$ cat src/rtl/vram_scan_arbiter.sv
// vram_scan_arbiter: shares single-port VRAM between CPU accesses and a per-line scanline prefetch.
module vram_scan_arbiter #(
  parameter int ADDR_W = 13,
  parameter int WORDS_PER_LINE = 32,
  parameter int BASE_ADDR = 0
) (
  input  logic                                i_clk,
  input  logic                                i_rst,
  input  logic                                i_line_start,
  input  logic [7:0]                          i_line_y,
  input  logic                                i_cpu_req,
  input  logic                                i_cpu_we,
  input  logic [ADDR_W-1:0]                   i_cpu_addr,
  input  logic [15:0]                         i_cpu_wdata,
  output logic                                o_cpu_ack,
  output logic [15:0]                         o_cpu_rdata,
  output logic                                o_mem_en,
  output logic                                o_mem_we,
  output logic [ADDR_W-1:0]                   o_mem_addr,
  output logic [15:0]                         o_mem_wdata,
  input  logic [15:0]                         i_mem_rdata,
  output logic                                o_lb_we,
  output logic [$clog2(WORDS_PER_LINE)-1:0]   o_lb_addr,
  output logic [15:0]                         o_lb_wdata,
  output logic                                o_fetch_done,
  output logic                                o_underrun
);
  localparam int LW = $clog2(WORDS_PER_LINE);
  typedef enum logic {IDLE, FETCH} state_t;
  state_t state_q;
  logic [7:0] y_q, y_d;
  logic [LW:0] idx_q, idx_d;
  logic mem_en_q, mem_we_q, mem_cpu_q, mem_vid_q;
  logic [ADDR_W-1:0] mem_addr_q, vaddr;
  logic [15:0] mem_wdata_q;
  logic [LW-1:0] mem_idx_q, lb_addr_q;
  logic cpu_ack_q, cpu_rd_q, lb_we_q, fetch_done_q, underrun_q;
  logic fetching, grant_cpu, grant_vid, last_word;
  always_comb begin
    fetching = state_q == FETCH;
    y_d = i_line_start ? i_line_y : y_q;
    idx_d = i_line_start ? '0 : idx_q;
    // A CPU access stays in flight only during its issue slot, which forces CPU/video alternation.
    grant_cpu = i_cpu_req & ~mem_cpu_q;
    grant_vid = ~grant_cpu & (i_line_start | fetching) & ~idx_d[LW];
    vaddr = ADDR_W'(BASE_ADDR) + ADDR_W'({y_d, idx_d[LW-1:0]});
    last_word = mem_vid_q & (&mem_idx_q);
  end
  always_ff @(posedge i_clk) begin
    if (i_rst) begin
      state_q <= IDLE;
      y_q <= '0;
      idx_q <= '0;
      mem_en_q <= 1'b0;
      mem_we_q <= 1'b0;
      mem_addr_q <= '0;
      mem_wdata_q <= '0;
      mem_cpu_q <= 1'b0;
      mem_vid_q <= 1'b0;
      mem_idx_q <= '0;
      cpu_ack_q <= 1'b0;
      cpu_rd_q <= 1'b0;
      lb_we_q <= 1'b0;
      lb_addr_q <= '0;
      fetch_done_q <= 1'b0;
      underrun_q <= 1'b0;
    end else begin
      state_q <= i_line_start ? FETCH : (last_word ? IDLE : state_q);
      y_q <= y_d;
      idx_q <= idx_d + (LW+1)'(grant_vid);
      mem_en_q <= grant_cpu | grant_vid;
      mem_we_q <= grant_cpu & i_cpu_we;
      mem_addr_q <= grant_cpu ? i_cpu_addr : (grant_vid ? vaddr : '0);
      mem_wdata_q <= (grant_cpu & i_cpu_we) ? i_cpu_wdata : '0;
      mem_cpu_q <= grant_cpu;
      mem_vid_q <= grant_vid;
      mem_idx_q <= idx_d[LW-1:0];
      cpu_ack_q <= mem_cpu_q;
      cpu_rd_q <= mem_cpu_q & ~mem_we_q;
      // A restart discards the video read returning next cycle.
      lb_we_q <= mem_vid_q & ~i_line_start;
      lb_addr_q <= (mem_vid_q & ~i_line_start) ? mem_idx_q : '0;
      fetch_done_q <= last_word & ~i_line_start;
      underrun_q <= i_line_start & fetching;
    end
  end
  assign o_cpu_ack = cpu_ack_q;
  assign o_cpu_rdata = cpu_rd_q ? i_mem_rdata : '0;
  assign o_mem_en = mem_en_q;
  assign o_mem_we = mem_we_q;
  assign o_mem_addr = mem_addr_q;
  assign o_mem_wdata = mem_wdata_q;
  assign o_lb_we = lb_we_q;
  assign o_lb_addr = lb_addr_q;
  assign o_lb_wdata = lb_we_q ? i_mem_rdata : '0;
  assign o_fetch_done = fetch_done_q;
  assign o_underrun = underrun_q;
endmodule
$ cat config.mk
export PLATFORM = sky130hd
export DESIGN_NAME = vram_scan_arbiter
export DESIGN_NICKNAME = d
export VERILOG_FILES = /design/src/rtl/vram_scan_arbiter.sv
export SDC_FILE = /design/constraint.sdc
export NUM_CORES = 1
export LEC_CHECK = 0
export ABC_AREA = 1
export BUFFER_PORTS_ARGS = -buffer_cell sky130_fd_sc_hd__buf_2
export CAP_MARGIN = 40
export CORE_ASPECT_RATIO = 1.25
export CORE_MARGIN = 2
export CORE_UTILIZATION = 25
export CTS_CLUSTER_DIAMETER = 30
export DETAILED_ROUTE_END_ITERATION = 12
export HOLD_SLACK_MARGIN = 0.06
export SYNTH_ARGS = -nofsm -noshare
export SYNTH_HDL_FRONTEND = slang
export SYNTH_SLANG_ARGS = --single-unit
$ cat constraint.sdc
create_clock -name i_clk -period 2.8 [get_ports i_clk]
set_input_delay 0 -clock i_clk [delete_from_list [all_inputs] [get_ports i_clk]]
set_output_delay 0 -clock i_clk [all_outputs]
set_load 0.05 [all_outputs]
# --- After elaboration in Yosys (flattened, before gate mapping) ---
# Index checks and enable logic that the tools add are counted.
op_classes:
  addsub: 1
  muxes: 8
  bitwise_logic: 18
  reduce_logical: 4
op_table:
  columns: ["op", "n"]
  rows:
  - ["2-to-1 mux 16 bit", 2]
  - ["2-to-1 mux 13 bit", 2]
  - ["AND 1 bit", 9]
  - ["2-to-1 mux 8 bit", 1]
  - ["inverter 1 bit", 7]
  - ["adder 6 x 1 -> 6 bit", 1]
  - ["2-to-1 mux 6 bit", 1]
  - ["AND reduction 5 bit", 1]
  - ["OR reduction 2 bit", 2]
  - ["2-to-1 mux 1 bit", 2]
  - ["bitwise OR 1 bit", 2]
  - ["nonzero test 2 bit", 1]
word_totals:
  register_bits: 63
  inputBits: 58
  out_inout_bits: 72
  elab_cells: 47

# --- Depth between registers and ports, before layout ---
# Gate-level depths: netlist (run 1).
depth:
  ltp_word: 7
  ltp_mapped: 12
  mapped_depth_nobuf: 11

# --- Least setup slack after synthesis (run 1) ---
# OpenSTA, ideal clock, no wires.
synth_timing:
  path_kind: "register to output"
  startpoint: "register lb_we_q, in the netlist o_lb_we"
  endpoint: "output port o_lb_wdata[10]"
  arrival_ps: 1532
  required_time_ps: 2800
  slack_ps: 1268
  stages_incl_launch_ff: 5
  n_path_buf: 2
  cell_sequence: "dfxtp_1 -> clkbuf_1 -> clkbuf_1 -> nand2_1 -> inv_1"
synth_between:
  elab_chain_cells: 1
synth_rtl:
  columns: ["item", "line", "source"]
  rows:
  - ["start, declared", "37", "logic cpu_ack_q, cpu_rd_q, lb_we_q, fetch_done_q, underrun_q;"]
  - ["start signal, assigned", "81", "lb_we_q <= mem_vid_q & ~i_line_start;"]
  - ["2-to-1 mux 16 bit", "95", "assign o_lb_wdata = lb_we_q ? i_mem_rdata : '0;"]
  - ["end, declared", "24", "output logic [15:0] o_lb_wdata,"]
# No other way between the ends.

# --- Worst setup path after layout (run 1) ---
layout_timing:
  startpoint: "input port i_line_start"
  endpoint: "register idx_q[4]"
layout_between:
  elab_chain_cells: 4
  elab_cells_between_ends: 6
  classes_between: "1 x add/sub; 1 x mux; 4 x bitwise"
layout_rtl:
  columns: ["item", "line", "source"]
  rows:
  - ["start, declared", "9", "input logic i_line_start,"]
  - ["bitwise OR 1 bit or 2-to-1 mux 6 bit (tied branches)", "45, 42", null]
  - ["AND 1 bit or inverter 1 bit (tied branches)", "45", "grant_vid = ~grant_cpu & (i_line_start | fetching) & ~idx_d[LW];"]
  - ["AND 1 bit (*)", "45", null]
  - ["net grant_vid", "38", "logic fetching, grant_cpu, grant_vid, last_word;"]
  - ["adder 6 x 1 -> 6 bit (*)", "70", "idx_q <= idx_d + (LW+1)'(grant_vid);"]
  - ["end signal, assigned", "70", null]
  - ["end, declared", "32", "logic [LW:0] idx_q, idx_d;"]
# Mark *: on every way through the listed nets, which the timed path passes. The rest lies on a longest branch.
# A chain may end at the register's enable or synchronous reset.

==> results of run 1 <==
worst min-delay path, cell delays in order:
cell and delay (ns):
buf_2 0.08, nand2_2 0.19, inv_1 0.10
cell type report:
cell class	instances	area, µm²	area share (%)
clock buffer	12	246	6.45
clock inverter	4	45.0	1.18
multi-input combinational	161	756	19.8
sequential	63	1260	33.0
timing repair buffer	169	1050	27.4
tap	123	154	4.03
inverter	83	314	8.22
state kept, by name, summed over array words and instances (netlist names):
signal / flops
o_mem_wdata: 16
o_mem_addr: 13
y_q: 8
idx_q: 6
mem_idx_q: 5
o_lb_addr: 5
cpu_rd_q: 1
fetching: 1
mem_cpu_q: 1
mem_vid_q: 1
o_cpu_ack: 1
o_fetch_done: 1
o_lb_we: 1
o_mem_en: 1
o_mem_we: 1
o_underrun: 1
metal layers:
layer / global-route usage (%) / share of wire (%)
met1: 13.2 / 40
met2: 23.9 / 50
met3: 4.03 / 8.0
met4: 6.36 / 1.6
met5: 0 / 0
stage by stage:
stage	power (mW)	std cells	area, µm²
2_1_floorplan	1.16	319	2400
3_3_place_gp	1.24	559	3130
3_5_place_dp	1.25	559	3130
4_1_cts	2.38	615	3820
5_1_grt	2.45	615	3820
6_report	2.35	615	3820
placed cells by master (no fill, tap or decap):
cell type	synthesis	layout
clkinv_2	0	3
ha_1	2	2
clkbuf_8	0	1
dfxtp_1	63	63
o21ai_2	4	4
inv_4	1	1
nor3_1	5	5
a211oi_1	8	8
buf_2	3	129
inv_1	78	78
o21ai_0	2	2
nand2_1	67	67
clkbuf_16	0	9
nand2_4	2	2
nor2_8	1	1
nor2_2	2	2
nand4_1	1	1
and2_1	1	1
a31oi_1	1	1
nand2_2	1	1
nor2_1	42	42
dlygate4sd3_1	0	40
bufinv_16	0	1
nand3_1	10	10
a21oi_1	11	11
clkbuf_1	4	2
and3_1	1	1
inv_2	4	4
cell usage after synthesis:
cell type and count:
nand3_1 10, inv_4 1, clkbuf_1 4, buf_1 2, o21ai_2 4, buf_6 2, inv_1 78, inv_2 4
a211oi_1 8, nand2_4 2, nor2_8 1, o21ai_0 2, ha_1 2, and3_1 1, nand2_2 1, and2_1 1
nor2_2 2, buf_2 3, nor2_1 42, nand4_1 1, a31oi_1 1, dfxtp_1 63, a21oi_1 11, nor3_1 5
nand2_1 67, buf_4 1
power by group through the flow:
stage	combinational [mW]	sequential (mW)	clock (mW)
global placement	0.282	0.962	0
global route	0.354	0.949	1.15
floorplan	0.125	1.03	0
finish	0.328	0.945	1.08
CTS	0.329	0.945	1.11
detailed placement	0.285	0.963	0
worst paths after layout:
kind / slack (ns) / end / from / depth (start not counted)
hold reg to reg: 0.43 / o_lb_addr[3] / mem_idx_q[3] / 2
setup / recovery: 0.73 / idx_q[4] / i_line_start / 11
setup reg to reg: 1.18 / idx_q[4] / mem_cpu_q / 10
hold / removal: 0.09 / o_mem_we / i_cpu_we / 3
logic make-up (layout without fill, tap and decap cells):
| logic type | after synthesis | after routing | share of synthesized area (%) |
|---|---|---|---|
| buffers and inverters | 95 | 268 | 15.9 |
| AOI/OAI and AO/OA | 26 | 26 | 6.94 |
| and+or+nand+nor | 133 | 133 | 23.5 |
| adders and majority gates | 2 | 2 | 1.04 |
| DFF | 63 | 63 | 52.6 |
==> metrics.cfg, run 1 <==
[status]
outcome = complete, no violations

[synth]
netlist_instances = 319
yosysSeqAreaShare_pct = 52.6
synth_top_cell_by_area = dfxtp_1
ys_warn_count = 0
syn_area_um2 = 2400
synth_area_leaders = dfxtp_1 53%, inv_1 12%, nand2_1 10%
ys_ff_latch = 63
synth_area_per_cell_um2 = 7.52
synth_nets = 379
yosys.area.top_type_share_pct = 52.6
ys_types = 26

[power]
sw_frac_of_total_pct = 25.3
power.density_nw_per_um2 = 615
power.switching_mw = 0.595
combPwrFrac_pct = 13.9
power_frac_clock_pct = 45.8
vdd_drop_max_mv = 0.426
seqPwrFrac_pct = 40.2
p_int_mw = 1.76
leakage_nw = 2.27

[route]
dr.pass1.iters = 4
via_per_inst = 3.95
drc_errors = 0
routed_wl_um = 6490
drtAntennaViolNets = 0
drtIter0Drc = 123
vias = 2427
avgRoutedWirePerCell_um = 10.5

[sta]
finalCritPeriodShare_pct = 74.1
slew_headroom_pct = 63.7
hold_ws_ns = 0.0869
grt_setup_unrepaired = no
slew_viol_final = 0
worstMarginPinSlew_ns = 0.543
post-route-min-period_ns = 2.07
max_freq_mhz = 482
finalSetupViolCount = 0
finalHoldViolations = 0
worst_slack_ns = 0.727
skew_ns = 0.00408
setup_tns_ns = 0

[worst_setup_path]
crit_slowest_cell = dlygate4sd3_1
critPathBufInv = 3
required_ns = 3.02
endpoint_kind = flip-flop
cp-start-kind = input port
worstSetupPathType = input port to flip-flop
cpPeakStageDelay_ns = 0.53
critPathArrivalTime_ns = 2.29
crit_fanout = 29
crit_top_cell = ha_1
worstPathCellList = dlygate4sd3_1 > buf_2 > inv_2 > nand2_1 > nand2_4 > nor2_8 > ha_1 > ha_1 > and3_1 > a21oi_1 > nor2_1
critPathTopFamily = buffers and inverters

[floorplanning]
die_w_um = 91.6
initial_core_util_pct = 26.0
core_area_um2 = 9220
rows = 39
top_level_ports = 130
die_h_um = 114
dieArea_um2 = 10400

[placement]
dp_slack_ns = 0.977
place_congestion = 0.684
dpl.hpwl_um = 4730
port_buffers = 129

[clock_tree]
clock-sinks = 63
post-cts-setup-buffer-count = 0
holdBufCountCts = 40
cts.clk_slew.worst_paths_ns = 0.05
root_buffer = clkbuf_16
clkLatencyLatePin_ns = 0.32
clk_path_buf_depth = 2
cts_max_level = 3
post_cts_resized = 0
cts_tree = done
cts_buffers = 9

[finish]
drive_gt1_share_pct = 32.1
utilization_pct = 41.4
syn_to_final_growth_pct = 59.4
fillerInstances = 929
antenna_cells = 0
nets = 547

[grt]
grt_remaining_overflow = 0
grt_pass1_wl_um = 10600
grt_max_degree = 30
grt_pass1_vias = 2400
globalRouteTotalUtil_pct = 13.0
antenna_found_initial = 0

[flow_run]
drv_cap = 0

[hold_path]
hold_path.class = input port to flip-flop

Note: power is estimated with default switching activity, not from simulation.
==> inputs of run 2 (changes only) <==
==> constraint.sdc (replaced) <==
create_clock -name i_clk -period 1.9 [get_ports i_clk]
set_input_delay 0 -clock i_clk [delete_from_list [all_inputs] [get_ports i_clk]]
set_output_delay 0 -clock i_clk [all_outputs]
set_load 0.05 [all_outputs]
==> run 2 against run 1 <==
Compared with the run above: non-clock buffer count up 1; largest cell class unchanged; total power up 56%; final cell count up 0.16%; combinational power up 48%; hold slack worse by 0.021 ns; register-to-register slack worse by 0.91 ns; sequential share of layout area down 0.39 points; first-iteration DRC count down 20%; via count down 0.41%; routed wire length down 0.96%.
==> metrics.cfg, run 2 (synthesis results as in run 1) <==
[floorplanning]
rows = 39
top_level_ports = 130
die_w_um = 91.6
initial_core_util_pct = 26.0
core_area_um2 = 9220
die_h_um = 114
dieArea_um2 = 10400

[clock_tree]
post-cts-setup-buffer-count = 0
clkLatencyLatePin_ns = 0.33
post_cts_resized = 0
cts_tree = done
clock-sinks = 63
cts_max_level = 3
root_buffer = clkbuf_16
cts.clk_slew.worst_paths_ns = 0.05
cts_buffers = 9
clk_path_buf_depth = 2

[worst_setup_path]
crit_fanout = 10
worstSetupPathType = input port to flip-flop
endpoint_kind = flip-flop
critPathArrivalTime_ns = 1.97
r2r-end = idx_q[4]
cp-start-kind = input port
r2r_slack_ns = 0.27
required_ns = 2.12
r2r-start = mem_cpu_q
rr_worst_depth = 10

[route]
dr.pass1.iters = 4
drc_errors = 0
routed_wl_um = 6430
avgRoutedWirePerCell_um = 10.4
drtIter0Drc = 99
vias = 2417
via_per_inst = 3.92
drtAntennaViolNets = 0

[finish]
layout_common_cells = 129 x buf_2, 78 x inv_1, 67 x nand2_1, 63 x dfxtp_1, 42 x nor2_1
largest_reg_flops = 16
antenna_cells = 0
syn_to_final_growth_pct = 61.3
mostFrequentLayoutCell = buf_2
drive_gt1_share_pct = 32.9
nets = 548

[status]
outcome = complete, no violations

[sta]
finalHoldViolations = 0
finalCritPeriodShare_pct = 92.0
finalSetupViolCount = 0
skew_ns = 0.00336
grt_setup_unrepaired = no
worstMarginPinSlew_ns = 0.532
max_freq_mhz = 572
slew_headroom_pct = 64.5
slew_viol_final = 0
setup_tns_ns = 0
post-route-min-period_ns = 1.75

[power]
power.density_nw_per_um2 = 946
leakage_nw = 2.29
fin_total_pwr_mw = 3.66
vdd_drop_max_mv = 0.637

[grt]
globalRouteTotalUtil_pct = 12.8
antenna_found_initial = 0
grt_remaining_overflow = 0
grt_pass1_wl_um = 10400
grt_max_degree = 27
grt_pass1_vias = 2320

[flow_run]
drv_cap = 0

[placement]
dpl.hpwl_um = 4660
port_buffers = 129
place_congestion = 0.731

[hold_path]
hold_path.class = input port to flip-flop
hold_start = i_cpu_we
hold_path_end = o_mem_we
hold_depth = 3

## run 2: cell type report
type / count / area, µm²
multi-input combinational: 161 / 756
timing repair buffer: 170 / 1050
inverter: 83 / 314
clock buffer: 11 / 253
sequential: 63 / 1260
tap: 123 / 154
clock inverter: 5 / 80.1
fill: 928 / 5350
## run 2: how the worst max path moves through the flow
stage	startpoint	endpoint	slack (ns)	cells after the start
2_1_floorplan	o_lb_we	o_lb_wdata[10]	0.37	4
3_3_place_gp	mem_cpu_q	idx_q[4]	0.33	10
3_5_place_dp	mem_cpu_q	idx_q[4]	0.27	10
4_1_cts	i_line_start	idx_q[4]	0.17	12
5_1_grt	i_line_start	idx_q[4]	0.04	12
6_report	i_line_start	idx_q[4]	0.15	12
## run 2: worst max-delay path, cell delays in order
cell and delay (ns):
dlygate4sd3_1 0.53, buf_2 0.18, inv_2 0.08, nand2_1 0.12, nand2_4 0.08, nor2_8 0.17
ha_1 0.24, ha_1 0.17, and3_1 0.20, nand3_1 0.09, nand2_1 0.06, nor2_1 0.04
## run 2: repair_timing
item	CTS	global route
hold endpoints to repair	40	0
hold buffers	39	0
endpoints found under the setup margin	0	0
## run 2: layer usage
metal  track usage (%)  vias up  wire length (µm)
met5                 0        -                 0
met4              6.06        0                85
met3              3.70        9               466
met2              23.2      107              3260
met1              13.4     1035              2610
li1                  -     1266                 -
## run 2: per-stage QoR
step	hold slack (ns)	utilization, %	instances	cell area [µm²]	setup WS, ns
2_1_floorplan	0.0776	-	319	2400	0.368
3_3_place_gp	0.196	34.1	561	3150	0.331
3_5_place_dp	0.201	34.1	561	3150	0.268
4_1_cts	0.0603	41.9	616	3870	0.169
5_1_grt	0.112	41.9	616	3870	0.0415
6_report	0.0656	41.9	616	3870	0.152
## run 2: power breakdown
| part | total [mW] | internal, mW | switching [mW] |
|---|---|---|---|
| logic | 0.484 | 0.171 | 0.313 |
| registers | 1.39 | 1.37 | 0.0175 |
| clock network | 1.79 | 1.22 | 0.571 |
